--- src/rtl/dmem_arbiter_pkg.sv ---
// Shared definitions for the data-memory arbiter: state encoding, port indices, defaults.
package dmem_arbiter_pkg;

  localparam int unsigned STATE_W = 1;
  localparam logic [0:0] ST_IDLE = 1'b0;
  localparam logic [0:0] ST_OWN  = 1'b1;

  localparam logic PORT_CPU = 1'b0;
  localparam logic PORT_DMA = 1'b1;

  localparam int unsigned AW_DEF        = 8;
  localparam int unsigned DW_DEF        = 32;
  localparam int unsigned MAX_BURST_DEF = 4;
  localparam int unsigned CNT_W         = 4;

endpackage

--- src/rtl/dmem_arbiter_rr_grant.sv ---
// Combinational round-robin grant with bounded burst tenure; computes this cycle's
// grant and the next owner/last/count/state values.
module dmem_arbiter_rr_grant
  import dmem_arbiter_pkg::*;
#(
  parameter int unsigned MAX_BURST = MAX_BURST_DEF
) (
  input  logic               req0_i,
  input  logic               req1_i,
  input  logic [STATE_W-1:0] state_i,
  input  logic               owner_i,
  input  logic               last_i,
  input  logic [CNT_W-1:0]   count_i,
  output logic               gnt_vld_o,
  output logic               gnt_port_o,
  output logic [STATE_W-1:0] state_d_o,
  output logic               owner_d_o,
  output logic               last_d_o,
  output logic [CNT_W-1:0]   count_d_o
);

  logic req_own;
  logic req_oth;
  logic below_max;

  assign req_own   = owner_i ? req1_i : req0_i;
  assign req_oth   = owner_i ? req0_i : req1_i;
  assign below_max = (count_i < CNT_W'(MAX_BURST));

  always_comb begin
    gnt_vld_o  = 1'b0;
    gnt_port_o = owner_i;
    state_d_o  = state_i;
    owner_d_o  = owner_i;
    last_d_o   = last_i;
    count_d_o  = count_i;
    if (state_i == ST_IDLE) begin
      if (req0_i || req1_i) begin
        // Tie goes to the port that was not served last.
        gnt_vld_o  = 1'b1;
        gnt_port_o = (req0_i && req1_i) ? ~last_i : req1_i;
        owner_d_o  = gnt_port_o;
        state_d_o  = ST_OWN;
        count_d_o  = CNT_W'(1);
      end
    end else begin
      if (req_own && (!req_oth || below_max)) begin
        gnt_vld_o  = 1'b1;
        gnt_port_o = owner_i;
        if (below_max) begin
          count_d_o = count_i + CNT_W'(1);
        end
      end else if (req_oth) begin
        // Zero-bubble handover: the other port is served in this same cycle.
        gnt_vld_o  = 1'b1;
        gnt_port_o = ~owner_i;
        owner_d_o  = ~owner_i;
        last_d_o   = owner_i;
        count_d_o  = CNT_W'(1);
      end else begin
        state_d_o = ST_IDLE;
        last_d_o  = owner_i;
        count_d_o = '0;
      end
    end
  end

endmodule

--- src/rtl/dmem_arbiter.sv ---
// Two-port round-robin arbiter in front of a single-port data memory.
// Optional stall counters enabled with `define DMEM_ARB_STATS_EN.
module dmem_arbiter
  import dmem_arbiter_pkg::*;
#(
  parameter int unsigned AW        = AW_DEF,
  parameter int unsigned DW        = DW_DEF,
  parameter int unsigned MAX_BURST = MAX_BURST_DEF
) (
  input  logic          clk,
  input  logic          rst,
  input  logic          req0,
  input  logic          we0,
  input  logic [AW-1:0] addr0,
  input  logic [DW-1:0] wdata0,
  output logic          ack0,
  output logic          rvalid0,
  output logic [DW-1:0] rdata0,
  input  logic          req1,
  input  logic          we1,
  input  logic [AW-1:0] addr1,
  input  logic [DW-1:0] wdata1,
  output logic          ack1,
  output logic          rvalid1,
  output logic [DW-1:0] rdata1,
  output logic [31:0]   mem_addr,
  output logic [DW-1:0] mem_wdata,
  output logic          mem_we,
  output logic          mem_re,
  input  logic [DW-1:0] mem_rdata,
  output logic          owner
`ifdef DMEM_ARB_STATS_EN
  ,
  output logic [15:0]   stall0,
  output logic [15:0]   stall1
`endif
);

  logic [STATE_W-1:0] state_q, state_d;
  logic               owner_q, owner_d;
  logic               last_q, last_d;
  logic [CNT_W-1:0]   count_q, count_d;
  logic               gnt_vld;
  logic               gnt_port;
  logic               beat_c;
  logic               we_sel;
  logic [AW-1:0]      addr_sel;
  logic [DW-1:0]      wdata_sel;
  logic               rvalid0_q, rvalid1_q;
  logic [DW-1:0]      rdata0_q, rdata1_q;

  dmem_arbiter_rr_grant #(
    .MAX_BURST (MAX_BURST)
  ) u_rr_grant (
    .req0_i     (req0),
    .req1_i     (req1),
    .state_i    (state_q),
    .owner_i    (owner_q),
    .last_i     (last_q),
    .count_i    (count_q),
    .gnt_vld_o  (gnt_vld),
    .gnt_port_o (gnt_port),
    .state_d_o  (state_d),
    .owner_d_o  (owner_d),
    .last_d_o   (last_d),
    .count_d_o  (count_d)
  );

  always_ff @(posedge clk or posedge rst) begin
    if (rst) begin
      state_q <= ST_IDLE;
      owner_q <= PORT_CPU;
      last_q  <= PORT_DMA;
      count_q <= '0;
    end else begin
      state_q <= state_d;
      owner_q <= owner_d;
      last_q  <= last_d;
      count_q <= count_d;
    end
  end

  // Reset kills the beat immediately, not just at the next edge.
  assign beat_c = gnt_vld & ~rst;
  assign ack0   = beat_c & (gnt_port == PORT_CPU);
  assign ack1   = beat_c & (gnt_port == PORT_DMA);

  assign we_sel    = (gnt_port == PORT_DMA) ? we1    : we0;
  assign addr_sel  = (gnt_port == PORT_DMA) ? addr1  : addr0;
  assign wdata_sel = (gnt_port == PORT_DMA) ? wdata1 : wdata0;

  assign mem_we    = beat_c & we_sel;
  assign mem_re    = beat_c & ~we_sel;
  assign mem_addr  = beat_c ? 32'(addr_sel) : 32'd0;
  assign mem_wdata = beat_c ? wdata_sel : '0;

  // Read return: capture combinational memory data on the read beat.
  always_ff @(posedge clk or posedge rst) begin
    if (rst) begin
      rvalid0_q <= 1'b0;
      rvalid1_q <= 1'b0;
      rdata0_q  <= '0;
      rdata1_q  <= '0;
    end else begin
      rvalid0_q <= ack0 & ~we0;
      rvalid1_q <= ack1 & ~we1;
      if (ack0 && !we0) begin
        rdata0_q <= mem_rdata;
      end
      if (ack1 && !we1) begin
        rdata1_q <= mem_rdata;
      end
    end
  end

  assign rvalid0 = rvalid0_q;
  assign rvalid1 = rvalid1_q;
  assign rdata0  = rdata0_q;
  assign rdata1  = rdata1_q;
  assign owner   = owner_q;

`ifdef DMEM_ARB_STATS_EN
  logic [15:0] stall0_q, stall1_q;

  // Saturating count of cycles each port waited with a request pending.
  always_ff @(posedge clk or posedge rst) begin
    if (rst) begin
      stall0_q <= '0;
      stall1_q <= '0;
    end else begin
      if (req0 && !ack0 && (stall0_q != 16'hFFFF)) begin
        stall0_q <= stall0_q + 16'd1;
      end
      if (req1 && !ack1 && (stall1_q != 16'hFFFF)) begin
        stall1_q <= stall1_q + 16'd1;
      end
    end
  end

  assign stall0 = stall0_q;
  assign stall1 = stall1_q;
`endif

endmodule

--- config.mk ---
export PLATFORM = sky130hd
export DESIGN_NAME = dmem_arbiter
export DESIGN_NICKNAME = d
export VERILOG_FILES = /design/src/rtl/dmem_arbiter_pkg.sv /design/src/rtl/dmem_arbiter_rr_grant.sv /design/src/rtl/dmem_arbiter.sv
export SDC_FILE = /design/constraint.sdc
export NUM_CORES = 1
export LEC_CHECK = 0
export CELL_PAD_IN_SITES_DETAIL_PLACEMENT = 0
export CELL_PAD_IN_SITES_GLOBAL_PLACEMENT = 1
export CORE_MARGIN = 4
export CORE_UTILIZATION = 28
export DETAILED_ROUTE_END_ITERATION = 6
export PLACE_DENSITY_LB_ADDON = 0.1
export SETUP_SLACK_MARGIN = 0.1
export SLEW_MARGIN = 20
export SYNTH_ARGS = -nofsm -noshare
export SYNTH_HDL_FRONTEND = slang
export SYNTH_SLANG_ARGS = --single-unit
export TNS_END_PERCENT = 5
--- constraint.sdc ---
create_clock -name clk -period 6 [get_ports clk]
set_input_delay 0.6 -clock clk [delete_from_list [all_inputs] [get_ports clk]]
set_output_delay 0.6 -clock clk [all_outputs]
set_load 0.01 [all_outputs]
# ---- Yosys cells after proc, flatten, opt, wreduce, memory -nomap -nowiden
# Index checks and enable logic that the tools add are counted.
# Widths: inputs -> output; s select.
dict set report totals {
  regBits 73
}
dict set report op_classes {
  n_mux 21
  addsub 1
  n_reduce_logical 12
  order_cmp 1
  bitwise_logic 15
  eq_ne 1
}
# op count
set op_table {}
lappend op_table {{$mux 32} 2}
lappend op_table {{$mux 4} 4}
lappend op_table {{$mux 8} 2}
lappend op_table {{$mux 1} 13}
lappend op_table {{$not 1->1} 8}
lappend op_table {{$and 1x1->1} 7}
lappend op_table {{$add 4x1->4 const B} 1}
lappend op_table {{$logic_and 1x1->1} 4}
lappend op_table {{$lt 4x3->1 const B} 1}
lappend op_table {{$reduce_and 2->1} 2}
lappend op_table {{$logic_not 1->1} 3}
lappend op_table {{$ne 3x2->1 const B} 1}
lappend op_table {{$logic_or 1x1->1} 2}
lappend op_table {{$reduce_bool 2->1} 1}

# ---- Longest topological paths before layout
# Gate-level depths: netlist of run 1.
dict set report depth {
  ltp_word 9
  depth_mapped 8
  ltp_nobuf 4
}

# ---- Cells and area by module
# From an unflattened synthesis of run 1, not the netlist that was laid out.
dict set report hier_totals {
  hier_cells 308
  area_unflattened_um2 3726.1
}
# mod area_each_um2 seq_area_each_um2 cells_each instances
set modules_own_cells {}
lappend modules_own_cells {dmem_arbiter 3468.3 1828.0 268 1}
lappend modules_own_cells {dmem_arbiter_rr_grant 257.7 0.0 40 1}

# ---- Least setup slack after synthesis of run 1
# Ideal clock, no wire load.
dict set report synth_timing {
  path_kind {input -> output}
  startpoint {input req0}
  endpoint {output mem_re}
  n_path_buf 4
  required_time_ps 5400
  cell_stages 8
  t_arrival_ps 2158
  slack_ps 3242
  path_cell_list {buf_2 -> nor3_1 -> a311o_1 -> buf_6 -> or4_4 -> buf_6 -> buf_6 -> nand2_1}
}
dict set report synth_between {
  elab_chain_len 9
  elab_cells_between_ends 20
  cone_classes {12 x mux; 3 x bitwise; 5 x reduce/logical}
}
# element line
set synth_lines {}
lappend synth_lines {{from (decl)} dmem_arbiter.sv:12} ;# input logic req0,
lappend synth_lines {{$mux 1} dmem_arbiter_rr_grant.sv:27} ;# assign req_oth = owner_i ? req0_i : req1_i;
lappend synth_lines {{$logic_not 1->1} dmem_arbiter_rr_grant.sv:47} ;# if (req_own && (!req_oth || below_max)) begin
lappend synth_lines {{$logic_or 1x1->1} dmem_arbiter_rr_grant.sv:47}
lappend synth_lines {{$logic_and 1x1->1} dmem_arbiter_rr_grant.sv:47}
lappend synth_lines {{$mux 1} dmem_arbiter_rr_grant.sv:47}
lappend synth_lines {{$mux 1} -}
lappend synth_lines {{$mux 1} dmem_arbiter.sv:88} ;# assign we_sel = (gnt_port == PORT_DMA) ? we1 : we0;
lappend synth_lines {{$not 1->1} dmem_arbiter.sv:93} ;# assign mem_re = beat_c & ~we_sel;
lappend synth_lines {{$and 1x1->1 *} dmem_arbiter.sv:93}
lappend synth_lines {{to (decl)} dmem_arbiter.sv:29} ;# output logic mem_re,
# Every way passes the cells marked *; elsewhere a longest branch is shown, timed or not.

# ---- Worst setup path in the final report of run 1
dict set report layout_timing {
  startpoint {input req1}
  endpoint {output mem_re}
}
dict set report layout_between {
  elab_chain_len 9
  elab_cells_between_ends 20
  cone_classes {12 x mux; 3 x bitwise; 5 x reduce/logical}
}
# element line
set layout_lines {}
lappend layout_lines {{from (decl)} dmem_arbiter.sv:19} ;# input logic req1,
lappend layout_lines {{$mux 1} dmem_arbiter_rr_grant.sv:27}
lappend layout_lines {{$logic_not 1->1} dmem_arbiter_rr_grant.sv:47}
lappend layout_lines {{$logic_or 1x1->1} dmem_arbiter_rr_grant.sv:47}
lappend layout_lines {{$logic_and 1x1->1} dmem_arbiter_rr_grant.sv:47}
lappend layout_lines {{$mux 1} dmem_arbiter_rr_grant.sv:47}
lappend layout_lines {{$mux 1} -}
lappend layout_lines {{$mux 1} dmem_arbiter.sv:88}
lappend layout_lines {{$not 1->1} dmem_arbiter.sv:93}
lappend layout_lines {{$and 1x1->1 *} dmem_arbiter.sv:93}
# Marked as above.

==> flow_metrics.py, run 1 <==
metrics = {
    "global_route": {
        "grt_pass1_vias": 3676,
        "grt_max_degree": 74,
        "antenna_found_initial": 0,
        "grt_pass1_wl_um": 19900,
        "gr-usage-all-layers_pct": 15.4,
        "grt-ovfl-total": 0,
    },
    "logic_synthesis": {
        "syn_avg_cell_area_um2": 10.7,
        "ys_warn_count": 0,
        "synth_edf_count": 0,
        "syn_area_um2": 3940,
        "synth_ff_type": "dfrtp_1",
        "synth.distinct_cells": 37,
        "ys_ff_latch": 73,
        "synthCells": 368,
        "ys_seq_area_share_pct": 46.4,
        "async_flop_share_pct": 100,
    },
    "detailed_routing": {
        "drt-initial-drc-count": 116,
        "drt_first_pass_iters": 4,
        "via_per_inst": 4.72,
        "num_vias": 3614,
        "routedWlPerCell_um": 16.7,
        "maxUsedRoutingLayer": "met4",
        "met1_length_um": 5030,
        "routed_wl_um": 12700,
        "routed-wl-met2_um": 6190,
        "drtAntennaViolNets": 0,
        "route.met3.wl_um": 1370,
        "drc": 0,
    },
    "worst_setup_path": {
        "critPathKind": "primary input to primary output",
        "cp.arrival_ps": 3650,
        "worstSetupEndpointType": "primary output",
        "crit_fanout": 45,
        "setup.worst_path.start_class": "primary input",
        "worstPathRequired_ps": 5400,
        "r2r.worst_path.cells": 4,
    },
    "place": {
        "dp_hpwl_um": 9300,
        "numPortBuffers": 228,
        "placed_area_um2": 6270,
        "gp_congestion": 0.775,
        "dp_cells": 749,
        "post-place-ws_ps": 1720,
    },
    "floorplanning": {
        "rows": 43,
        "die-area_um2": 16000,
        "boundaryPins": 253,
        "die_x_um": 127,
        "start_util_pct": 28.5,
        "core_um2": 13800,
        "dieHeight_um": 127,
    },
    "cts": {
        "post_cts_hold_buffer_count": 0,
        "ctsResizeCount": 0,
        "clk_latency_ps": 330,
        "cts_setup_buffers": 0,
        "cts.sinks": 73,
        "cts_max_path_buffers": 2,
        "htreeDepth": 3,
        "numCtsBuffers": 9,
        "cts_tree": "built",
        "path_clk_slew_ps": 50,
        "cts-root-buf": "clkbuf_16",
    },
    "cells_and_area": {
        "ff_latch_area_um2": 1830,
        "nNetsFinal": 699,
        "syn2layout_area_growth_pct": 67.6,
        "antenna-diode-count": 0,
        "drive_above_1_share_pct": 16.2,
        "design_area_um2": 6600,
        "fill_cells": 1274,
        "final_cell_count_no_fill": 765,
        "fin_util_pct": 47.7,
        "multi_input_area_um2": 1860,
    },
    "job": {
        "maxCapViolCount": 0,
    },
    "power": {
        "ir_drop_mv": 0.131,
        "powerDensity_nw_per_um2": 352,
        "p_leak_nw": 2.76,
    },
    "timing": {
        "rsz0062_at_grt": "no",
        "tns_ps": 0,
        "fin_skew_ps": 7.96,
        "period_minus_slack_ps": 4250,
        "hold_viol": 0,
        "slew_headroom_pct": 37.3,
        "worst_pin_slew_ps": 941,
        "max_clock_freq_mhz": 235,
        "setup_ws_ps": 1750,
        "finalSetupViolCount": 0,
        "finalMaxSlewViolations": 0,
        "finalCritPeriodShare_pct": 70.8,
    },
    "min_path": {
        "min_path_type": "flop to flop",
        "min_path_cells": 1,
    },
    "run_status": {
        "status": "finished clean",
    },
}
-- critical path: stages --
cell             delay (ps)
clkdlybuf4s50_1         750
inv_1                   160
o211a_2                 540
or4_4                   890
nand2_1                 140
clkdlybuf4s50_1         550
-- sequential cells by signal (all words and copies together), names as in the netlist --
register	count
state_q	1
count_q	4
owner	1
rvalid0	1
rdata1	32
rvalid1	1
last_q	1
rdata0	32
-- kinds of logic after synthesis --
family,Yosys count,share of synthesized area (%)
AOI/OAI and AO/OA,107,14.9
DFF,73,46.4
muxes,65,21.3
buffers and inverters,62,9.41
other,1,0.0953
and+or+nand+nor,59,7.60
adders and majority gates,1,0.318
-- per-stage QoR --
step | hold WS [ps] | power [mW]
final | 501 | 2.32
after global routing | 510 | 2.45
after CTS | 505 | 2.35
after detailed placement | 492 | 1.76
after global placement | 483 | 1.75
after floorplan | 470 | 1.21
-- worst paths after layout --
kind | end | slack, ps | start
max | mem_re | 1750 | req1
min | rdata0[25]$_DFFE_PP0P_ | 500 | rdata0[25]$_DFFE_PP0P_
max reg2reg | rdata1[4]$_DFFE_PP0P_ | 3200 | state_q$_DFF_PP0_
min reg2reg | rdata0[25]$_DFFE_PP0P_ | 500 | rdata0[25]$_DFFE_PP0P_
max in group asynchronous | rdata0[15]$_DFFE_PP0P_ | 4450 | rst
min in group asynchronous | owner$_DFF_PP0_ | 920 | rst
-- synth_stat cells, drive strengths merged, types with 2 or more instances --
library cell	instances	area, µm²
nand2	2	7.51
a211oi	2	15.0
buf	35	269
dfrtp	72	1800
mux2	65	837
o21a	2	15.0
nor3	2	10.0
a21oi	43	215
a22oi	2	15.0
o21ai	48	240
inv	6	22.5
nor2	7	26.3
nand3	42	210
clkbuf	21	78.8
-- cell usage in the layout, fill, tap and decap left out, drive strengths merged --
| cell | netlist | layout |
|---|---|---|
| clkdlybuf4s50 | 0 | 228 |
| dfrtp | 72 | 72 |
| mux2 | 65 | 65 |
| o21ai | 48 | 48 |
| a21oi | 43 | 43 |
| nand3 | 42 | 42 |
| conb | 1 | 24 |
| clkbuf | 21 | 12 |
| nor2 | 7 | 7 |
| inv | 6 | 7 |
| buf | 35 | 6 |
| nor3 | 2 | 2 |
| o21a | 2 | 2 |
| nand2 | 2 | 2 |
| a211oi | 2 | 2 |
| a22oi | 2 | 2 |
| bufinv | 0 | 2 |
| nor2b | 1 | 1 |
| and3b | 1 | 1 |
| a311o | 1 | 1 |
| nand2b | 1 | 1 |
| o211a | 1 | 1 |
| o21bai | 1 | 1 |
| or4 | 1 | 1 |
| and2 | 1 | 1 |
| a31oi | 1 | 1 |
| or2 | 1 | 1 |
| o31ai | 1 | 1 |
| a31o | 1 | 1 |
| a2bb2oi | 1 | 1 |
| a32o | 1 | 1 |
| a311oi | 1 | 1 |
| o211ai | 1 | 1 |
| ha | 1 | 1 |
| clkinv | 0 | 1 |
| dfstp | 1 | 1 |
-- layout make-up --
cell class / count / area share (%)
inverters: 6 / 0.341
repair buffers: 234 / 35.3
multi-input cells: 256 / 28.3
clock inverters: 4 / 1.12
well taps: 180 / 3.41
flip-flops and latches: 73 / 27.7
clock buffers: 12 / 3.89
-- power by group --
part | internal, mW | switching [mW] | leakage (nW) | total, mW
Sequential | 0.664 | 0.0936 | 0.871 | 0.757
Clock | 0.387 | 0.194 | 0.163 | 0.581
Combinational | 0.605 | 0.375 | 1.72 | 0.981
Total | 1.66 | 0.663 | 2.76 | 2.32
-- per-layer routing --
layer / global-route usage (%) / vias up
met3: 6.11 / 10
met2: 25.9 / 175
met1: 18.3 / 1736
met4: 4.54 / 0
li1: - / 1693
met5: 0 / -
No activity file was read; power rests on OpenSTA's default activity.
==> inputs of run 2 (changes only) <==
CORE_UTILIZATION = 24   (was 28)
clock period = 3.9 ns   (was 6 ns; I/O delays follow)
==> flow_metrics.py, run 2 (same netlist as run 1, synthesis figures left out) <==
metrics = {
    "worst_setup_path": {
        "crit_end": "mem_wdata[6]",
        "reg2reg_from": "state_q$_DFF_PP0_",
        "r2r.worst_path.cells": 5,
        "path_delay_family": "buffers and inverters",
        "r2r_slack_ps": 1220,
        "crit_chain": "clkdlybuf4s50_1 -> buf_4 -> nor2b_1 -> a311o_1 -> buf_4 -> o21ai_0 -> a21oi_1 -> clkdlybuf4s50_1",
        "worstSetupEndpointType": "primary output",
        "cp.arrival_ps": 3010,
        "startpoint": "req0",
        "critPathKind": "primary input to primary output",
        "crit-reg2reg-capture": "rdata1[3]$_DFFE_PP0P_",
        "setup.worst_path.start_class": "primary input",
        "max_stage_delay_ps": 580,
        "critPathBufInv": 4,
        "crit_fanout": 44,
        "critical_path.slowest_cell": "clkdlybuf4s50_1",
        "cp.depth": 8,
        "worstPathRequired_ps": 3510,
    },
    "floorplanning": {
        "rows": 46,
        "core_um2": 16000,
        "dieHeight_um": 136,
        "die_x_um": 136,
        "die-area_um2": 18500,
        "start_util_pct": 24.6,
        "boundaryPins": 253,
    },
    "global_route": {
        "grt_pass1_vias": 3798,
        "grt-ovfl-total": 0,
        "antenna_found_initial": 0,
        "gr-usage-all-layers_pct": 14.0,
        "grt_pass1_wl_um": 20400,
        "grt_max_degree": 45,
    },
    "cells_and_area": {
        "layout_commonest_cell": "clkdlybuf4s50_1",
        "antenna-diode-count": 0,
        "fill_cells": 1592,
        "drive_above_1_share_pct": 16.9,
        "nNetsFinal": 704,
        "multi_input_area_um2": 1860,
        "syn2layout_area_growth_pct": 68.9,
        "ff_latch_area_um2": 1830,
        "layout_common_cells": "228 x clkdlybuf4s50_1, 72 x dfrtp_1, 47 x o21ai_0",
    },
    "power": {
        "ir_drop_mv": 0.202,
        "p_leak_nw": 2.76,
        "p_total_mw": 3.50,
        "powerDensity_nw_per_um2": 527,
    },
    "detailed_routing": {
        "drt_first_pass_iters": 4,
        "routedWlPerCell_um": 16.7,
        "drt-initial-drc-count": 84,
        "drc": 0,
        "routed_wl_um": 13400,
        "num_vias": 3632,
        "drtAntennaViolNets": 0,
        "via_per_inst": 4.51,
    },
    "timing": {
        "finalMaxSlewViolations": 0,
        "slew_headroom_pct": 44.6,
        "finalSetupViolCount": 0,
        "hold_viol": 0,
        "finalCritPeriodShare_pct": 87.1,
        "rsz0062_at_grt": "no",
        "period_minus_slack_ps": 3400,
        "worst_pin_slew_ps": 829,
        "fin_skew_ps": 6.85,
        "max_clock_freq_mhz": 294,
        "setup_ws_ps": 502,
        "whs_ps": 498,
        "tns_ps": 0,
    },
    "cts": {
        "cts.sinks": 73,
        "cts_tree": "built",
        "cts_setup_buffers": 0,
        "ctsResizeCount": 0,
        "path_clk_slew_ps": 50,
        "htreeDepth": 3,
        "clk_latency_ps": 330,
        "post_cts_hold_buffer_count": 0,
        "cts_max_path_buffers": 2,
        "numCtsBuffers": 9,
        "cts-root-buf": "clkbuf_16",
    },
    "run_status": {
        "status": "finished clean",
    },
    "min_path": {
        "min_path_type": "primary input to asynchronous set/reset pin",
    },
    "job": {
        "maxCapViolCount": 0,
    },
    "place": {
        "gp_congestion": 0.747,
        "dp_hpwl_um": 9980,
        "post-place-ws_ps": 533,
        "numPortBuffers": 228,
    },
}
run 2: cell type report:
type                       instances  share of cell area [%]
clock inverter                     5                   0.828
sequential                        73                    27.5
multi-input combinational        256                    28.0
inverter                           6                   0.339
tap                              216                    4.07
timing repair buffer             239                    35.6
clock buffer                      11                    3.65
run 2: power breakdown:
group	internal (mW)	switching, mW
registers	1.02	0.145
logic	0.935	0.587
clock network	0.510	0.305
total	2.47	1.04
run 2: worst min-delay path by stage:
stage	start	to	slack (ps)	cells after the start
floorplan	count_q[1]$_DFFE_PP0P_	count_q[1]$_DFFE_PP0P_	470	1
global placement	rdata0[14]$_DFFE_PP0P_	rdata0[14]$_DFFE_PP0P_	490	1
detailed placement	rdata0[9]$_DFFE_PP0P_	rdata0[9]$_DFFE_PP0P_	490	1
CTS	rdata1[4]$_DFFE_PP0P_	rdata1[4]$_DFFE_PP0P_	510	1
global route	rdata0[3]$_DFFE_PP0P_	rdata0[3]$_DFFE_PP0P_	510	1
finish	rst	owner$_DFF_PP0_	500	2
run 2: per-stage QoR:
| step | instance area (µm²) | instances | utilization, % |
|---|---|---|---|
| 4_1_cts | 6650 | 806 | 41.5 |
| 6_report | 6650 | 806 | 41.5 |
| 5_1_grt | 6650 | 806 | 41.5 |
| 2_1_floorplan | 4020 | 391 | - |
| 3_3_place_gp | 6350 | 790 | 39.7 |
| 3_5_place_dp | 6350 | 790 | 39.7 |
run 2: layer usage:
| layer | part of all wire (%) | global-route usage [%] |
|---|---|---|
| met1 | 40 | 16.3 |
| met2 | 47 | 23.1 |
| met3 | 12 | 6.59 |
| met4 | 1.2 | 3.92 |
| met5 | 0 | 0 |
